==> src/rtl/end_game_ctrl.sv <==
// End-of-game sequencer: holds the win/lose screens and drives a stretched active-low global restart.
// Define END_GAME_AUTO_RESTART_EN to let WIN_WAIT restart by itself after WIN_TIMEOUT_CYCLES.
module end_game_ctrl #(
  parameter int LOSE_HOLD_CYCLES   = 50_000_000,
  parameter int RST_PULSE_CYCLES   = 4,
  parameter int WIN_TIMEOUT_CYCLES = 500_000_000
) (
  input  logic       clk,
  input  logic       rstn,
  input  logic       enable,
  input  logic       keyPressed,
  input  logic [1:0] registradores,
  output logic       rstnGlobal,
  output logic       showWin,
  output logic       showLose,
  output logic       busy
);

  localparam int MAX_LP = (LOSE_HOLD_CYCLES > RST_PULSE_CYCLES) ? LOSE_HOLD_CYCLES : RST_PULSE_CYCLES;
  localparam int MAX_ALL = (MAX_LP > WIN_TIMEOUT_CYCLES) ? MAX_LP : WIN_TIMEOUT_CYCLES;
  localparam int CW = $clog2(MAX_ALL) + 1;

  localparam logic [CW-1:0] ONE        = CW'(1);
  localparam logic [CW-1:0] LOSE_LOAD  = CW'(LOSE_HOLD_CYCLES - 1);
  localparam logic [CW-1:0] PULSE_LOAD = CW'(RST_PULSE_CYCLES - 1);
`ifdef END_GAME_AUTO_RESTART_EN
  localparam logic [CW-1:0] WIN_LOAD   = CW'(WIN_TIMEOUT_CYCLES - 1);
`endif

  typedef enum logic [1:0] {IDLE, WIN_WAIT, LOSE_HOLD, RST_PULSE} state_t;

  state_t        state;
  state_t        stateNext;
  logic [CW-1:0] cnt;
  logic [CW-1:0] cntNext;
  logic          key_q;
  logic          key_edge;
  logic          rstnGlobalD;
  logic          showWinD;
  logic          showLoseD;
  logic          busyD;

  assign key_edge = keyPressed & ~key_q;

  // Outputs are registered from the current state, so they trail each transition by one cycle.
  always_ff @(posedge clk) begin
    if (!rstn) begin
      state      <= IDLE;
      cnt        <= '0;
      key_q      <= 1'b0;
      rstnGlobal <= 1'b1;
      showWin    <= 1'b0;
      showLose   <= 1'b0;
      busy       <= 1'b0;
    end else begin
      state      <= stateNext;
      cnt        <= cntNext;
      key_q      <= keyPressed;
      rstnGlobal <= rstnGlobalD;
      showWin    <= showWinD;
      showLose   <= showLoseD;
      busy       <= busyD;
    end
  end

  always_comb begin
    stateNext = state;
    cntNext   = cnt;
    case (state)
      IDLE: begin
        if (enable && registradores == 2'b10) begin
          stateNext = LOSE_HOLD;
          cntNext   = LOSE_LOAD;
        end else if (enable && registradores == 2'b01) begin
          stateNext = WIN_WAIT;
`ifdef END_GAME_AUTO_RESTART_EN
          cntNext   = WIN_LOAD;
`endif
        end
      end
      LOSE_HOLD: begin
        if (!enable) begin
          stateNext = IDLE;
        end else if (cnt == '0) begin
          stateNext = RST_PULSE;
          cntNext   = PULSE_LOAD;
        end else begin
          cntNext = cnt - ONE;
        end
      end
      WIN_WAIT: begin
        // A key held on entry has key_q already set, so only a fresh press restarts.
        if (!enable) begin
          stateNext = IDLE;
`ifdef END_GAME_AUTO_RESTART_EN
        end else if (key_edge || cnt == '0) begin
          stateNext = RST_PULSE;
          cntNext   = PULSE_LOAD;
        end else begin
          cntNext = cnt - ONE;
        end
`else
        end else if (key_edge) begin
          stateNext = RST_PULSE;
          cntNext   = PULSE_LOAD;
        end
`endif
      end
      RST_PULSE: begin
        if (cnt == '0) begin
          stateNext = IDLE;
        end else begin
          cntNext = cnt - ONE;
        end
      end
      default: stateNext = IDLE;
    endcase
  end

  always_comb begin
    rstnGlobalD = 1'b1;
    showWinD    = 1'b0;
    showLoseD   = 1'b0;
    busyD       = (state != IDLE);
    case (state)
      WIN_WAIT:  showWinD    = 1'b1;
      LOSE_HOLD: showLoseD   = 1'b1;
      RST_PULSE: rstnGlobalD = 1'b0;
      default:   ;
    endcase
  end

endmodule

==> config.mk <==
export PLATFORM = sky130hd
export DESIGN_NAME = end_game_ctrl
export DESIGN_NICKNAME = d
export VERILOG_FILES = /design/src/rtl/end_game_ctrl.sv
export SDC_FILE = /design/constraint.sdc
export NUM_CORES = 1
export LEC_CHECK = 0
export ABC_AREA = 1
export BUFFER_PORTS_ARGS = -buffer_cell sky130_fd_sc_hd__buf_2
export CAP_MARGIN = 0
export CORE_ASPECT_RATIO = 0.5
export CORE_MARGIN = 5
export CORE_UTILIZATION = 50
export DETAILED_ROUTE_END_ITERATION = 12
export PLACE_DENSITY = 0.67
export SYNTH_ARGS = -nofsm -noshare
export SYNTH_HDL_FRONTEND = slang
export SYNTH_SLANG_ARGS = --single-unit
==> constraint.sdc <==
create_clock -name clk -period 3.45 [get_ports clk]
set_input_delay 0.345 -clock clk [delete_from_list [all_inputs] [get_ports clk]]
set_output_delay 0.345 -clock clk [all_outputs]
set_load 0.02 [all_outputs]
==> impl_metrics.env <==
export IMPL_drcViolationCount=0
export IMPL_netlist_top_cells_count="nor2_1 (103), nand2_1 (88), inv_1 (57), dfxtp_1 (37), nand3_1 (26)"
export IMPL_post_route_period_util_pct=63.48
export IMPL_tightest_slew_ns=0.6226
export IMPL_cts_hold_fix_buffers=0
export IMPL_clock_skew_ns=0.006051
export IMPL_cts_setup_buffers=0
export IMPL_clk_pin_slew_ns=0.07
export IMPL_relSlewSlack_pct=58.49
export IMPL_cp_arrival_ns=2.38
export IMPL_dp_slack_ns=1.261
export IMPL_ioPinCount=10
export IMPL_p_sw_mw=1.253
export IMPL_hold_viol_final=0
export IMPL_start_util_pct=51.58
export IMPL_nets=425
export IMPL_ys_seq_area_share_pct=29.25
export IMPL_clockPowerShare_pct=13.8
export IMPL_tritoncts="done"
export IMPL_p_int_mw=1.194
export IMPL_p_comb_share_pct=58.8
export IMPL_rsz0062_at_grt="false"
export IMPL_yosysTopAreaCell="dfxtp_1"
export IMPL_place_hpwl_um=4516
export IMPL_diodes=0
export IMPL_cellLeakagePower_nw=1.342
export IMPL_synth_most_common_cell="nor2_1"
export IMPL_async_flop_share_pct=0
export IMPL_grt_pass1_vias=2230
export IMPL_antenna_found_initial=0
export IMPL_use_met2_pct=30.43
export IMPL_rows=18
export IMPL_firstDrtPassIters=5
export IMPL_gp_congestion=0.8810
export IMPL_port_buffers=9
export IMPL_die_area_um2=6675
export IMPL_drive_gt1_share_pct=10.84
export IMPL_grt_max_degree=32
export IMPL_met1_usage_pct=27.64
export IMPL_syn_area_um2=2532
export IMPL_cts_resized=0
export IMPL_dieHeight_um=60.33
export IMPL_track_usage_pct=19.62
export IMPL_cp_required_ns=3.64
export IMPL_fmax_ghz=0.4566
export IMPL_ys_types=30
export IMPL_setup_violations=0
export IMPL_synth_top_cell_area_share_pct=29.25
export IMPL_p_sw_share_pct=51.20
export IMPL_p_seq_share_pct=27.4
export IMPL_fin_ws_ns=1.260
export IMPL_ant_nets=0
export IMPL_numCtsBuffers=5
export IMPL_end_kind="flip-flop"
export IMPL_tns_ns=0
export IMPL_wl_um=5920
export IMPL_hold_class="in2reg"
export IMPL_clkLatencyLatePin_ns=0.29
export IMPL_synthTopCellsByArea="dfxtp_1 (29%), nor2_1 (15%), nand2_1 (13%)"
export IMPL_vias_per_cell=4.984
export IMPL_p_per_area_nw_per_um2=902.8
export IMPL_cts_buffer_depth=2
export IMPL_vias=2417
export IMPL_cp_max_fo=27
export IMPL_avgSynthCellArea_um2=6.253
export IMPL_cp_start_kind="flip-flop"
export IMPL_synth_main_ff_cell="dfxtp_1"
export IMPL_drv_cap=0
export IMPL_drtIter0Drc=144
export IMPL_yosys_warnings=0
export IMPL_ir_worst_vdd_mv=0.4466
export IMPL_grt_first_pass_wirelength_um=10480
export IMPL_finish_utilization_pct=55.20
export IMPL_top_usage_layer="met2"
export IMPL_h_tree_depth=2
export IMPL_grt_overflow_total=0
export IMPL_period_minus_slack_ns=2.190
export IMPL_synth_edf_count=0
export IMPL_root_buffer="clkbuf_8"
export IMPL_outcome="finished clean"
export IMPL_power_mw=2.447
export IMPL_coreArea_um2=4910
export IMPL_die_w_um=110.6
export IMPL_synthToLayoutAreaGrowth_pct=7.016
export IMPL_clock_sinks=37
export IMPL_postSynthCellCount=405
export IMPL_drv_slew=0
export IMPL_dp_cells=477
export IMPL_n_fill_cell=498
export IMPL_fin_cells=485
export IMPL_wire_per_inst_um=12.21
export IMPL_ys_ff_latch=37
export IMPL_met3_usage_pct=3.741
export IMPL_synth_nets=416
export IMPL_criticalPathCategory="reg2reg"
[placed cells by master (no fill, tap or decap), types with 2 or more instances in the layout]
cell type  Yosys  routed
o211ai_1       3       3
o21ai_2        5       5
nand2_2        3       3
xnor2_1        5       5
dfxtp_1       37      37
o21ai_1       10      10
nand2_1       88      88
o21ai_0       13      13
nor2_2         9       9
nor2_1       103     103
nor2_4         3       3
xor2_1         9       9
nor2_8         2       2
nand3_1       26      26
clkbuf_8       0       7
nor3_1         3       3
a21oi_1        3       3
nand4_1        5       5
ha_1           5       5
inv_1         57      57
nand2_4        3       3
buf_2          0       9
[kinds of logic (layout without fill, tap and decap cells)]
kind of cell    count (synthesis)  after routing  share of synthesized area, %
xor+xnor                       14             14                         4.842
compound gates                 35             35                         8.004
fa+ha+maj                       5              5                         2.470
simple gates                  248            248                         44.27
flops                          37             37                         29.25
buf+inv                        66             76                         11.17
[per-layer routing]
metal	routed length (um)	vias up
met5	0	-
met4	77	0
met3	381	9
met2	2480	59
met1	2980	1090
li1	-	1259
[state kept, by name (all words and copies together), names as in the netlist]
signal      count
showLose        1
showWin         1
state           2
key_q           1
rstnGlobal      1
busy            1
cnt            30
[area by class of cell]
class | count | area (um^2) | area share, %
flip-flops and latches | 37 | 740.7 | 27.33
clock inverters | 1 | 5.005 | 0.1847
repair buffers | 9 | 45.04 | 1.662
clock buffers | 7 | 96.34 | 3.555
inverters | 59 | 226.5 | 8.356
multi-input cells | 302 | 1509 | 55.68
well taps | 70 | 87.58 | 3.232
[path summary, 6_finish.rpt]
check	startpoint	end	slack (ns)	depth (start not counted)
worst max-delay path	state[0]	cnt[4]	1.26	10
worst min-delay path	keyPressed	key_q	0.25	3
worst max register to register	state[0]	cnt[4]	1.26	10
worst min register to register	cnt[0]	cnt[0]	0.52	2
[critical path: stages, from the launching register on]
cell and delay [ns]:
dfxtp_1 0.39, inv_1 0.09, ha_1 0.30, o21ai_0 0.19, nand2_1 0.11, nor2_4 0.28
nand2_8 0.12, inv_6 0.22, nand2_4 0.17, nor2_1 0.17, nor2_1 0.05
[stage by stage]
stage / instance area (um^2) / hold WS (ns)
after floorplan: 2532 / 0.4385
final: 2710 / 0.2538
after global routing: 2710 / 0.2520
after detailed placement: 2609 / 0.4995
after CTS: 2710 / 0.2450
after global placement: 2609 / 0.4849
[power by group through the flow]
stage	Clock, mW	Sequential, mW	Combinational, mW
floorplan	0	0.662	1.19
global placement	0	0.674	1.41
detailed placement	0	0.678	1.43
CTS	0.349	0.671	1.44
global route	0.371	0.692	1.64
finish	0.337	0.671	1.44
Power figures use the tool's default switching activity.
